--- src/rtl/pipe_addsub.sv ---
// Pipelined adder/subtractor: the WIDTH-bit carry chain is cut into STAGES equal slices,
// one register stage per slice, with a valid/ready handshake and full backpressure.
module pipe_addsub #(
  parameter int unsigned WIDTH  = 16,
  parameter int unsigned STAGES = 4
) (
  input  logic             i_clk,
  input  logic             i_rst,
  input  logic             i_valid,
  output logic             o_ready,
  input  logic [WIDTH-1:0] i_A,
  input  logic [WIDTH-1:0] i_B,
  input  logic             i_sub,
  input  logic             i_Cin,
  output logic             o_valid,
  input  logic             i_ready,
  output logic [WIDTH-1:0] o_S,
  output logic             o_C,
  output logic             o_V,
  output logic             o_Z
);

  localparam int unsigned CH   = WIDTH / STAGES;
  localparam int unsigned LAST = STAGES - 1;

  logic [WIDTH-1:0] b_eff;
  logic             c0;
  logic [STAGES:0]  adv;
  logic [STAGES-1:0] v_q;
  logic [STAGES-1:0] v_in;

  assign b_eff = i_sub ? ~i_B : i_B;
  assign c0    = i_sub ? ~i_Cin : i_Cin;

  // A stage may load when it is empty or its contents move on this cycle.
  always_comb begin
    adv         = '0;
    adv[STAGES] = i_ready;
    for (int k = int'(STAGES) - 1; k >= 0; k--) begin
      adv[k] = !v_q[k] || adv[k+1];
    end
  end

  always_comb begin
    v_in    = '0;
    v_in[0] = i_valid;
    for (int k = 1; k < int'(STAGES); k++) begin
      v_in[k] = v_q[k-1];
    end
  end

  assign o_ready = adv[0];

  always_ff @(posedge i_clk or posedge i_rst) begin
    if (i_rst) begin
      v_q <= '0;
    end else begin
      for (int k = 0; k < int'(STAGES); k++) begin
        if (adv[k]) v_q[k] <= v_in[k];
      end
    end
  end

  // Stage k sees only the operand bits not yet consumed (RW wide) plus the sum so far.
  for (genvar k = 0; k < STAGES; k++) begin : g_stage
    localparam int unsigned RW = WIDTH - k * CH;

    logic [RW-1:0]         a_rem;
    logic [RW-1:0]         b_rem;
    logic                  c_in;
    logic [CH:0]           part;
    logic [(k+1)*CH-1:0]   s_nx;

    if (k == 0) begin : g_in
      assign a_rem = i_A;
      assign b_rem = b_eff;
      assign c_in  = c0;
      assign s_nx  = part[CH-1:0];
    end else begin : g_reg
      logic [RW-1:0]   a_q;
      logic [RW-1:0]   b_q;
      logic            c_q;
      logic [k*CH-1:0] s_q;

      always_ff @(posedge i_clk or posedge i_rst) begin
        if (i_rst) begin
          a_q <= '0;
          b_q <= '0;
          c_q <= 1'b0;
          s_q <= '0;
        end else if (adv[k-1] && v_in[k-1]) begin
          a_q <= g_stage[k-1].a_rem[RW+CH-1:CH];
          b_q <= g_stage[k-1].b_rem[RW+CH-1:CH];
          c_q <= g_stage[k-1].part[CH];
          s_q <= g_stage[k-1].s_nx;
        end
      end

      assign a_rem = a_q;
      assign b_rem = b_q;
      assign c_in  = c_q;
      assign s_nx  = {part[CH-1:0], s_q};
    end

    assign part = {1'b0, a_rem[CH-1:0]} + {1'b0, b_rem[CH-1:0]} + {{CH{1'b0}}, c_in};
  end

  logic [WIDTH-1:0] s_fin;
  logic             c_fin;
  logic             a_msb;
  logic             b_msb;
  logic             v_fin;
  logic             z_fin;

  // Flags come from the last slice's combinational sum, so they share its register.
  always_comb begin
    s_fin = g_stage[LAST].s_nx;
    c_fin = g_stage[LAST].part[CH];
    a_msb = g_stage[LAST].a_rem[CH-1];
    b_msb = g_stage[LAST].b_rem[CH-1];
    v_fin = (a_msb == b_msb) && (s_fin[WIDTH-1] != a_msb);
    z_fin = (s_fin == '0);
  end

  logic [WIDTH-1:0] s_q;
  logic             c_q;
  logic             ovf_q;
  logic             z_q;

  always_ff @(posedge i_clk or posedge i_rst) begin
    if (i_rst) begin
      s_q   <= '0;
      c_q   <= 1'b0;
      ovf_q <= 1'b0;
      z_q   <= 1'b0;
    end else if (adv[LAST] && v_in[LAST]) begin
      s_q   <= s_fin;
      c_q   <= c_fin;
      ovf_q <= v_fin;
      z_q   <= z_fin;
    end
  end

  assign o_valid = v_q[LAST];
  assign o_S     = s_q;
  assign o_C     = c_q;
  assign o_V     = ovf_q;
  assign o_Z     = z_q;

endmodule

--- config.mk ---
export PLATFORM = sky130hd
export DESIGN_NAME = pipe_addsub
export DESIGN_NICKNAME = d
export VERILOG_FILES = /design/src/rtl/pipe_addsub.sv
export SDC_FILE = /design/constraint.sdc
export NUM_CORES = 1
export LEC_CHECK = 0
export ABC_AREA = 1
export BUFFER_PORTS_ARGS = -buffer_cell sky130_fd_sc_hd__clkbuf_2
export CAP_MARGIN = 0
export CORE_MARGIN = 2
export CORE_UTILIZATION = 39
export DETAILED_ROUTE_END_ITERATION = 10
export GPL_TIMING_DRIVEN = 0
export HOLD_SLACK_MARGIN = 0.12
export RECOVER_POWER = 50
export SLEW_MARGIN = 25
export SYNTH_ARGS = -nofsm -noshare
export SYNTH_HDL_FRONTEND = slang
export SYNTH_SLANG_ARGS = --single-unit
--- constraint.sdc ---
create_clock -name i_clk -period 4.7 [get_ports i_clk]
set_input_delay 0.94 -clock i_clk [delete_from_list [all_inputs] [get_ports i_clk]]
set_output_delay 0.94 -clock i_clk [all_outputs]
set_load 0.02 [all_outputs]
## Word level (Yosys, flattened, before mapping)

Index checks and enable logic that the tools add are counted.

- Flip-flop bits (word level): 98
- Word-level logic and storage cells: 48
- Bits of input ports: 38
- Output and inout bits: 21

- Mux-type cells: 2
- Reductions and logical operators: 14
- Equal/unequal tests: 2
- $add $sub $neg: 8
- Bitwise logic cells: 2

Operator list:

| kind | count |
|---|---|
| $add 4x4->5 | 4 |
| $add 5x1->5 | 4 |
| $logic_not 16->1 | 1 |
| $mux 16 | 1 |
| $not 16->16 | 1 |
| $logic_and 1x1->1 | 5 |
| $logic_not 1->1 | 4 |
| $logic_or 1x1->1 | 4 |
| $eq 1x1->1 | 1 |
| $mux 1 | 1 |
| $ne 1x1->1 | 1 |
| $not 1->1 | 1 |

## Depth between registers and ports, before layout

Gate-level depths: netlist (run 1).

- Depth in word-level cells: 6
- Gate-level depth with buffers: 10

## Least setup slack after synthesis (run 1)

OpenSTA, ideal clock, no wires.

- Kind: in2reg
- Start: input i_sub
- End: register g_stage[1].g_reg.c_q
- Arrival time: 2.628 ns
- Data required time: 4.574 ns
- Path slack: 1.946 ns
- Buffers on the path: 2
- Library setup time: 0.126 ns
- Cell stages on the path: 9
- Path through: buf_2 > buf_4 > xor2_1 > fa_1 > fa_1 > a21oi_1 > nor2_1 > nor2_1 > o21ai_0

- Longest elaborated chain between the ends: 3

RTL lines:

| item | RTL line | source |
|---|---|---|
| start, declared | 13 | `input logic i_sub,` |
| $mux 16 | 32 | `assign b_eff = i_sub ? ~i_B : i_B;` |
| $add 4x4->5 | 105 | `assign part = {1'b0, a_rem[CH-1:0]} + {1'b0, b_rem[CH-1:0]} + {{CH{1'b0}}, c_in};` |
| $add 5x1->5 (*) | 105 |  |
| end signal, assigned | 94 | `c_q <= g_stage[k-1].part[CH];` |
| end, declared | 82 | `logic c_q;` |

Every way passes the cells marked *; elsewhere a longest branch is shown, timed or not.
A chain may end at the register's enable or synchronous reset.

==> results of run 1 <==
## registers in the layout, indices dropped and copies added, names as in the netlist
signal and cells:
g_stage.g_reg.s_q 24, g_stage.a_rem 24, o_C 1, o_V 1, o_Z 1, g_stage.b_rem 24, o_S 16, v_q 4
g_stage.c_in 3
## stage by stage
| step | total power (W) | cell area (µm²) | util, % |
|---|---|---|---|
| 2_1_floorplan | 0.00217 | 4480 | - |
| 3_3_place_gp | 0.00245 | 4940 | 43.7 |
| 3_5_place_dp | 0.00249 | 4980 | 44.0 |
| 4_1_cts | 0.00319 | 5260 | 46.4 |
| 5_1_grt | 0.00339 | 5210 | 46.0 |
| 6_report | 0.00312 | 5210 | 46.0 |
## cells in the final DEF, fill, tap and decap left out
cell type | Yosys | final
o21ai_1 | 4 | 3
o21a_1 | 1 | 1
xor2_1 | 5 | 5
xnor2_1 | 14 | 14
fa_1 | 8 | 8
buf_4 | 7 | 7
nand4_1 | 1 | 1
nand2_1 | 232 | 232
inv_1 | 16 | 16
clkinvlp_2 | 0 | 1
clkinvlp_4 | 0 | 3
nand2_2 | 1 | 1
clkbuf_2 | 0 | 57
ha_1 | 12 | 12
clkbuf_16 | 0 | 9
dfrtp_1 | 98 | 98
a21oi_1 | 8 | 8
buf_2 | 5 | 3
o21ai_0 | 24 | 25
nand4_4 | 1 | 1
nor2_1 | 19 | 21
inv_2 | 3 | 2
inv_6 | 0 | 1
o21ai_2 | 5 | 5
nand3_2 | 1 | 1
nand3b_1 | 2 | 2
clkbuf_8 | 0 | 1
clkbuf_1 | 0 | 3
buf_6 | 5 | 5
nand3_1 | 10 | 10
nand2_4 | 3 | 3
clkinv_2 | 0 | 2
inv_4 | 1 | 1
## worst min path at each step
stage	end	startpoint	cells past startpoint	slack [ns]
2_1_floorplan	g_stage[2].a_rem[0]	g_stage[1].a_rem[4]	2	0.44
3_3_place_gp	o_S[12]	o_S[12]	2	0.45
3_5_place_dp	g_stage[2].a_rem[3]	g_stage[1].a_rem[7]	2	0.45
4_1_cts	g_stage[2].a_rem[3]	g_stage[1].a_rem[7]	2	0.48
5_1_grt	g_stage[3].a_rem[1]	g_stage[2].a_rem[5]	2	0.50
6_report	g_stage[2].a_rem[3]	g_stage[1].a_rem[7]	2	0.47
## area by class of cell
type                       count  share of cell area [%]
sequential                    98                    47.1
multi-input combinational    353                    34.5
timing repair buffer          58                    5.55
clock buffer                  10                    4.59
tap                          143                    3.43
buffer                        17                    2.52
inverter                      20                    1.51
clock inverter                 6                   0.792
## power by group
group | total (W) | switching (W) | internal [W] | leakage, nW
registers | 0.00134 | 0.000195 | 0.00115 | 1.22
clock network | 0.000681 | 0.000308 | 0.000373 | 0.131
logic | 0.00109 | 0.000672 | 0.000422 | 1.41
total | 0.00312 | 0.00118 | 0.00194 | 2.76
## logic make-up (layout without fill, tap and decap cells)
logic type	count (synthesis)	count (layout)
fa+ha+maj	20	20
compound gates	42	42
flops	98	98
simple gates	272	272
buf+inv	37	111
xor+xnor	19	19
## worst max-delay path, stage by stage
cell and delay, ns:
clkbuf_2 0.09, clkinvlp_2 0.75, clkbuf_2 1.32
## metal layers
layer / GRT usage, % / vias to the layer above / wire, µm
li1: - / 1655 / -
met1: 19.7 / 1416 / 4020
met2: 22.8 / 70 / 3790
met3: 4.37 / 6 / 434
met4: 3.62 / 0 / 70
met5: 0 / - / 0
==> out/qor.txt, run 1 <==
======================================================================================
Adder-cell share of the synthesized area                                         6.93%
Most numerous cell in the Yosys netlist                                        nand2_1
Setup TNS after final layout                                                      0 ns
Setup-violating endpoint count in the final report                                   0
Antenna violations before repair                                                     0
Leading cell types by total area after synthesis                          dfrtp_1 (55%), nand2_1 (19%), fa_1 (3.6%)
PortBufs                                                                            57
Dominant cell type by area after synthesis                                     dfrtp_1
Starting DRC count in detailed routing                                             149
Total power divided by cell area                                            598 mW/mm²
Syn Area/Cell                                                                 9.18 µm²
X dimension of the die                                                          111 µm
Number of placed instances with taps included                                      689
Worst reg2reg path startpoint                                             g_stage[3].a_rem[0]
Unrepaired setup endpoints after global routing                                  false
Async set-reset flop share out of synthesis                                       100%
Count of cell types in the netlist                                                  26
Max Cap Violations                                                                   1
Worst slack after detailed placement                                           1.82 ns
Die outline height                                                              111 µm
Area used by multi-input combinational logic                               0.00180 mm²
Layout cell share with drive strength beyond 1                                   18.3%
Multiplexer area fraction after synthesis                                           0%
Cell chosen for the clock root                                               clkbuf_16
Clock latency on the worst-skew pair                                           0.34 ns
Net count of the finished layout                                                   615
Final Cycle Share                                                                63.4%
Share of the yosys chip area belonging to registers                              54.7%
Total wire length                                                              8.31 mm
Layout filler cell count                                                          1117
Placer congestion estimate                                                       0.766
Cts-stage hold buffer count                                                          0
Final Worst Setup Slack                                                        1.72 ns
Violated checks                                                           capacitance limit, slew limit
Clock buffer depth                                                                   2
Number of cells in the finished layout apart from fillers                          705
Top post-synthesis cells by count                                         nand2_1 (232), dfrtp_1 (98), o21ai_0 (24)
Average vias per placed instance                                                  4.46
Max rail drop VDD                                                               260 µV
FP Rows                                                                             39
Outcome                                                                   finished with violations
Start point of the critical path                                                 i_rst
Fin crit period                                                                2.98 ns
Worst reg-to-reg path cell count                                                     9
Largest family of logic cells by synthesized area                         simple AND/OR/NAND/NOR gates
Number of register bits inferred by synthesis                                       98
Number of vias in the routed layout                                               3147
Type of the setup path with the least slack                                in -> async
Synth Net Count                                                                    546
Routed length per instance                                                     11.8 µm
Number of enable flip-flop cells after synthesis                                     0
Kind of start point of the critical path                                  primary input
Clock buffer count from CTS                                                          9
Hold slack                                                                    0.470 ns
Total count of max-transition violations in the final report                        69
Yosys warning count                                                                  0
Critical path peak fanout                                                           68
Synth Instances                                                                    488
CTS-repair resized insts                                                             0
Post-Synth XOR/XNOR Area                                                         3.72%
TritonCTS clock tree                                                              done
Global-route usage over all layers                                               14.5%
Residual DRC                                                                         0
Post-synthesis share of cell area spent on and, or, nand and nor gates           24.7%
Final-report hold violation count                                                    0
Area share of the largest cell type after synthesis                              54.7%
Top_reg_cell synth                                                             dfrtp_1
Slew of the pin with the lowest slew margin                                    1.62 ns
Placeable Area                                                              0.0113 mm²
Slew Limit Headroom                                                             -7.73%
Clk_skew                                                                    0.00533 ns
Antenna Cells                                                                        0
R2R Setup Slk                                                                  2.76 ns
Capture point of the critical path                                        g_stage[1].b_rem[8]
Compound-cell area share of the yosys netlist                                    5.17%
Depth of the CTS H-tree                                                              3
Maximum frequency from static timing analysis                                0.335 GHz
Setup Buffers After CTS                                                              0
Leak                                                                           2.76 nW
Synthesis-to-finish area growth                                                  16.3%
Area occupied by registers                                                 0.00245 mm²
Pin count of the biggest net entering global routing                                69
Count of pins on the block boundary                                                 59
Area enclosed by the die boundary                                           0.0124 mm²
Arrival @ worst endpoint                                                       3.13 ns
Endpoint type of the worst setup path                                     asynchronous set/reset pin
Synthesized cell area                                                      0.00448 mm²
Effective utilization at floorplan                                               39.6%
Count of antenna-violating nets left after detailed routing                          0
Critical register-to-register path endpoint                                        o_Z
First-pass GRT wire length                                                     14.6 mm
Sum of net half-perimeters after detailed placement                            6.30 mm
Worst hold path class                                                       reg -> reg
Crit path required time                                                        4.85 ns
Clock slew at the register clock pins of the worst setup and hold paths        0.07 ns
Number of iterations in the first detailed-routing pass                              4
Total number of clock tree sinks                                                    98
Grt ovf                                                                              0
Vias in the first global route                                                    3107
======================================================================================
Note: power is estimated with default switching activity, not from simulation.
==> run 2, diff against run 1 <==
==> constraint.sdc (replaced) <==
create_clock -name i_clk -period 3.1 [get_ports i_clk]
set_input_delay 0.62 -clock i_clk [delete_from_list [all_inputs] [get_ports i_clk]]
set_output_delay 0.62 -clock i_clk [all_outputs]
set_load 0.02 [all_outputs]
==> run 2 against run 1 <==
  * The run now ends clean
  * Sequential share of layout area decreased by 0.91 points
  * Register-to-register slack worse by 1.6 ns
  * First-iteration DRC count grew 26%
  * Largest power group unchanged
  * Clock power up 89%
  * Clock skew is 0.0027 ns higher
  * Critical path type is now in -> reg
  * Largest cell class unchanged
==> out/qor.txt, run 2 (synthesis results as in run 1) <==
======================================================================================
First-pass GRT wire length                                                     15.1 mm
Count of pins on the block boundary                                                 59
Total wire length                                                              8.68 mm
Critical path peak fanout                                                           10
Endpoint type of the worst setup path                                             flop
Fin crit period                                                                2.23 ns
Number of buffers and inverters on the critical path                                 2
Type of the setup path with the least slack                                  in -> reg
PortBufs                                                                            57
Outcome                                                                   finished clean
Worst reg2reg path startpoint                                             g_stage[3].a_rem[0]
Setup-violating endpoint count in the final report                                   0
Leading cell type in the layout, fill and taps excluded                        nand2_1
Average vias per placed instance                                                  4.51
Antenna violations before repair                                                     0
Vias in the first global route                                                    3114
CTS-repair resized insts                                                             0
Maximum frequency from static timing analysis                                0.448 GHz
Layout Cell Area excl Fill                                                 0.00531 mm²
Clock latency on the worst-skew pair                                           0.34 ns
Net count of the finished layout                                                   617
Placer congestion estimate                                                       0.763
Part of the total power dissipated in combinational logic                        33.5%
Leak                                                                           2.82 nW
Antenna Cells                                                                        0
Power spent charging and discharging nets                                    0.00178 W
Arrival @ worst endpoint                                                       2.46 ns
Share of power burned in registers                                               40.6%
Routed length per instance                                                     12.3 µm
Crit path required time                                                        3.32 ns
Global-route usage over all layers                                               15.1%
Final-report hold violation count                                                    0
Total count of max-transition violations in the final report                         0
Total number of clock tree sinks                                                    98
Clock buffer count from CTS                                                          9
Number of vias in the routed layout                                               3191
Synthesis-to-finish area growth                                                  18.6%
Cell chosen for the clock root                                               clkbuf_16
Placeable Area                                                              0.0113 mm²
Sum of net half-perimeters after detailed placement                            6.62 mm
Final design utilization                                                         46.9%
Pin count of the biggest net entering global routing                                32
Depth of the CTS H-tree                                                              3
Worst reg-to-reg path cell count                                                     9
Area enclosed by the die boundary                                           0.0124 mm²
Layout cell share with drive strength beyond 1                                   17.9%
R2R Setup Slk                                                                  1.14 ns
Number of iterations in the first detailed-routing pass                              4
Final Cycle Share                                                                72.1%
X dimension of the die                                                          111 µm
Residual DRC                                                                         0
Max rail drop VDD                                                               445 µV
Worst hold path class                                                      in -> async
Starting DRC count in detailed routing                                             187
Clock slew at the register clock pins of the worst setup and hold paths        0.06 ns
Area occupied by registers                                                 0.00245 mm²
Setup TNS after final layout                                                      0 ns
Effective utilization at floorplan                                               39.6%
Share of total power in the clock network                                        25.9%
Slew of the pin with the lowest slew margin                                   0.961 ns
Slew Limit Headroom                                                              35.6%
FP Rows                                                                             39
Library cell contributing the largest single delay on the critical path           fa_1
Die outline height                                                              111 µm
Total power divided by cell area                                            941 mW/mm²
Placed cell area                                                           0.00501 mm²
Max Cap Violations                                                                   0
Setup Buffers After CTS                                                              0
Cell type group with the largest total delay on the critical path          adder cells
Critical register-to-register path endpoint                                        o_Z
Grt ovf                                                                              0
Slowest stage delay, CP                                                        0.44 ns
Cts-stage hold buffer count                                                          0
Count of antenna-violating nets left after detailed routing                          0
Most frequent cells in the layout                                         nand2_1 (234), dfrtp_1 (98), clkbuf_2 (57)
Clk_skew                                                                    0.00803 ns
Layout filler cell count                                                          1124
TritonCTS clock tree                                                              done
Clock buffer depth                                                                   2
Cell Int Power                                                               0.00322 W
Kind of start point of the critical path                                  primary input
Proportion of total power due to net switching                                   35.7%
Unrepaired setup endpoints after global routing                                  false
Area used by multi-input combinational logic                               0.00177 mm²
Cells along the critical path                                             buf_2, buf_4, xor2_1, fa_1, fa_1, a21oi_1, nor2_1, nor2_1, o21ai_0
======================================================================================
run 2: cell types whose count changed in the layout (fill, tap and decap cells not counted), moves of 2 or more:
cell	before	now
clkinvlp_4	3	1
bufinv_16	0	3
nand2_1	232	234
buf_12	0	2
clkinv_2	2	0
nand2_4	3	1
run 2: area by class of cell:
| type | count | area share [%] |
|---|---|---|
| plain buffers | 17 | 2.47 |
| repair buffers | 60 | 6.64 |
| inverters | 20 | 1.48 |
| flip-flops and latches | 98 | 46.2 |
| multi-input cells | 353 | 33.2 |
| well taps | 143 | 3.37 |
| clock inverters | 4 | 1.84 |
| clock buffers | 12 | 4.83 |
run 2: metal layers:
metal | global-route usage (%) | wire length, µm | vias up
li1 | - | - | 1659
met1 | 20.8 | 4250 | 1459
met2 | 23.6 | 3920 | 66
met3 | 4.54 | 425 | 7
met4 | 3.70 | 78 | 0
met5 | 0 | 0 | -
run 2: stage by stage:
step                power, W  setup WS, ns  hold WS, ns  std cells
floorplan            0.00329         0.666        0.442        488
global placement     0.00372         0.534        0.454        688
detailed placement   0.00379         0.500        0.458        691
CTS                  0.00511         0.860        0.296        707
global route         0.00541         0.740        0.470        707
finish               0.00500         0.866        0.420        707
run 2: worst max path at each step:
stage,startpoint,to,cells after the start
after floorplan,i_sub,g_stage[1].c_in,9
after global placement,i_sub,g_stage[1].c_in,9
after detailed placement,i_sub,g_stage[1].c_in,9
after CTS,i_sub,g_stage[1].c_in,9
after global routing,i_sub,g_stage[1].c_in,9
final,i_sub,g_stage[1].c_in,9
run 2: power groups by stage:
stage,Clock [W],Combinational [W],Sequential (W)
after floorplan,0,0.00116,0.00212
after global placement,0,0.00167,0.00205
after detailed placement,0,0.00173,0.00206
after CTS,0.00132,0.00175,0.00204
after global routing,0.00137,0.00194,0.00209
final,0.00129,0.00168,0.00203
==> run 3, diff against run 2 <==
--- a/config.mk
+++ b/config.mk
@@ -5,7 +5,7 @@
 export SDC_FILE = /design/constraint.sdc
 export NUM_CORES = 1
 export LEC_CHECK = 0
-export ABC_AREA = 1
+export ABC_AREA = 0
 export BUFFER_PORTS_ARGS = -buffer_cell sky130_fd_sc_hd__clkbuf_2
 export CAP_MARGIN = 0
 export CORE_MARGIN = 2
==> constraint.sdc (replaced) <==
create_clock -name i_clk -period 2 [get_ports i_clk]
set_input_delay 0.4 -clock i_clk [delete_from_list [all_inputs] [get_ports i_clk]]
set_output_delay 0.4 -clock i_clk [all_outputs]
set_load 0.02 [all_outputs]
==> run 3 against run 2 <==
  * First-iteration DRC count fell by 80%
  * Register-to-register slack lost 1.1 ns
  * Utilization hardly changed
  * Worst hold slack worse by 0.16 ns
  * Via count fell by 23%
  * Design area shrank 3.8%
  * Worst setup slack worse by 0.80 ns
  * Clock-buffer cell count grew 2
  * Clock skew grew 0.00073 ns
  * Non-clock buffer count down 4
  * Clock power about the same
  * Largest power group unchanged
  * Final cell count fell by 25%
==> out/qor.txt, run 3 <==
======================================================================================
Outcome                                                                   finished clean
Cell chosen for the clock root                                                clkbuf_8
Count of pins on the block boundary                                                 59
Maximum frequency from static timing analysis                                0.518 GHz
Number of enable flip-flop cells after synthesis                                     0
Grt ovf                                                                              0
Average vias per placed instance                                                  4.59
Type of the setup path with the least slack                                 reg -> reg
Crit path required time                                                        2.27 ns
FP Rows                                                                             38
Met2 track utilization from global routing                                       20.9%
Synthesis-to-finish area growth                                                  16.8%
Area enclosed by the die boundary                                           0.0121 mm²
Global-route usage over all layers                                               13.9%
Final Cycle Share                                                                96.6%
Met1 global-route usage                                                          19.3%
Number of placed instances with taps included                                      516
Met3 capacity usage during global routing                                        2.61%
Leading cell types by total area after synthesis                          dfrtp_1 (56%), mux2_2 (13%), fa_1 (3.7%)
Max Cap Violations                                                                   0
Dominant cell type by area after synthesis                                     dfrtp_1
Top post-synthesis cells by count                                         dfrtp_1 (98), mux2_2 (50), nand2_1 (28)
Effective utilization at floorplan                                               40.2%
Synth Net Count                                                                    374
Fin crit period                                                                1.93 ns
Capture point of the critical path                                                 o_Z
Die outline height                                                              110 µm
Routed length per instance                                                     13.9 µm
Highest-utilization routing layer at the global route stage                       met2
Most frequent cells in the layout                                         dfrtp_1 (98), mux2_2 (49), clkbuf_2 (42)
Max rail drop VDD                                                               443 µV
Arrival @ worst endpoint                                                       2.20 ns
Leak                                                                           2.33 nW
Clock buffer depth                                                                   2
Async set-reset flop share out of synthesis                                       100%
Sum of net half-perimeters after detailed placement                            5.83 mm
Synth Instances                                                                    316
Leading cell type in the layout, fill and taps excluded                        dfrtp_1
Pin count of the biggest net entering global routing                                33
Top_reg_cell synth                                                             dfrtp_1
Total power divided by cell area                                           1290 mW/mm²
Clock slew at the register clock pins of the worst setup and hold paths        0.09 ns
Depth of the CTS H-tree                                                              3
Count of cell types in the netlist                                                  30
First-pass GRT wire length                                                     12.7 mm
Kind of start point of the critical path                                          flop
Residual DRC                                                                         0
Worst hold path class                                                        in -> reg
Area share of the largest cell type after synthesis                              56.0%
Hold slack                                                                    0.258 ns
Setup-violating endpoint count in the final report                                   0
TritonCTS clock tree                                                              done
Number of cells in the finished layout apart from fillers                          533
Unrepaired setup endpoints after global routing                                   true
Slew Limit Headroom                                                              50.8%
Clock buffer count from CTS                                                          9
Clk_skew                                                                    0.00877 ns
Slew of the pin with the lowest slew margin                                   0.737 ns
Worst reg-to-reg path cell count                                                     5
Synthesized cell area                                                      0.00438 mm²
Setup TNS after final layout                                                      0 ns
Net count of the finished layout                                                   446
Setup Buffers After CTS                                                              0
Layout cell share with drive strength beyond 1                                   34.6%
Final-report hold violation count                                                    0
Antenna Cells                                                                        0
Yosys warning count                                                                  0
Clock latency on the worst-skew pair                                           0.35 ns
X dimension of the die                                                          110 µm
Number of vias in the routed layout                                               2449
Syn Area/Cell                                                                 13.8 µm²
Placer congestion estimate                                                       0.731
Placeable Area                                                              0.0109 mm²
Starting DRC count in detailed routing                                              37
Total number of clock tree sinks                                                    98
Total wire length                                                              7.41 mm
Number of iterations in the first detailed-routing pass                              5
Antenna violations before repair                                                     0
Most numerous cell in the Yosys netlist                                        dfrtp_1
Start point of the critical path                                          g_stage[3].a_rem[0]
Vias in the first global route                                                    2562
Number of register bits inferred by synthesis                                       98
Critical register-to-register path endpoint                                        o_Z
Hold path cells                                                                      2
Total count of max-transition violations in the final report                         0
Count of antenna-violating nets left after detailed routing                          0
Share of the yosys chip area belonging to registers                              56.0%
Endpoint type of the worst setup path                                             flop
R2R Setup Slk                                                                  0.07 ns
Critical path peak fanout                                                            2
PortBufs                                                                            57
Worst reg2reg path startpoint                                             g_stage[3].a_rem[0]
======================================================================================
==> run 3: metrics by stage <==
| step | cell area (µm²) | power (W) | utilization (%) | setup slack (ns) |
|---|---|---|---|---|
| global placement | 4890 | 0.00532 | 44.9 | -0.187 |
| floorplan | 4430 | 0.00473 | - | -0.0581 |
| global route | 5110 | 0.00709 | 46.9 | -0.0857 |
| finish | 5110 | 0.00658 | 46.9 | 0.0685 |
| detailed placement | 4950 | 0.00541 | 45.4 | -0.153 |
| CTS | 5160 | 0.00673 | 47.4 | -0.00824 |
==> run 3: metal layers <==
metal  up-vias  part of all wire (%)  wire length [µm]
met2        41                    46              3400
met3         8                   3.8               279
met4         0                   1.8               134
li1       1233                     -                 -
met5         -                     0                 0
met1      1167                    49              3600
==> run 3: area by class of cell <==
cell class	count	area [µm²]
buffer	12	128
clock buffer	14	163
clock inverter	2	35.0
fill	1006	5780
inverter	6	23.8
multi-input combinational	200	1830
sequential	98	2450
tap	140	175
timing repair buffer	61	303
==> run 3: repair_timing <==
action,in CTS,in global routing
hold endpoints to repair,11,0
hold buffers,1,0
endpoints found under the setup margin,1,1
resized for setup,2,1
cloned,0,0
pin swaps,1,0
==> run 3: worst min-delay path by stage <==
stage / start / endpoint / slack [ns]
detailed placement: i_rst / g_stage[1].a_rem[6] / 0.39
CTS: i_A[13] / g_stage[1].a_rem[9] / 0.25
finish: i_A[13] / g_stage[1].a_rem[9] / 0.26
global placement: g_stage[1].b_rem[5] / g_stage[1].b_rem[5] / 0.47
floorplan: g_stage[1].b_rem[10] / g_stage[1].b_rem[10] / 0.45
global route: i_A[11] / g_stage[1].a_rem[7] / 0.24
==> run 3: kinds of logic (layout without fill, tap and decap cells) <==
| family | count (synthesis) | after routing | share of synthesized area (%) |
|---|---|---|---|
| AO/OA/AOI/OAI | 43 | 43 | 5.81 |
| AND/OR/NAND/NOR | 43 | 43 | 4.92 |
| flip-flops | 98 | 98 | 56.0 |
| adder cells (fa/ha/maj) | 20 | 20 | 7.09 |
| XOR/XNOR | 26 | 26 | 5.20 |
| buffers and inverters | 18 | 95 | 2.74 |
| multiplexers | 68 | 68 | 18.2 |
==> run 3: critical path, stage by stage, from the launching register on <==
cell and delay, ns:
dfrtp_1 0.42, fa_2 0.41, fa_1 0.47, nor4_2 0.17
nand4_1 0.18, o31ai_2 0.20
==> run 3: where the power goes <==
| group | internal (W) | total, W | switching, W |
|---|---|---|---|
| logic | 0.00113 | 0.00218 | 0.00105 |
| registers | 0.00267 | 0.00312 | 0.000459 |
| clock network | 0.000648 | 0.00127 | 0.000626 |
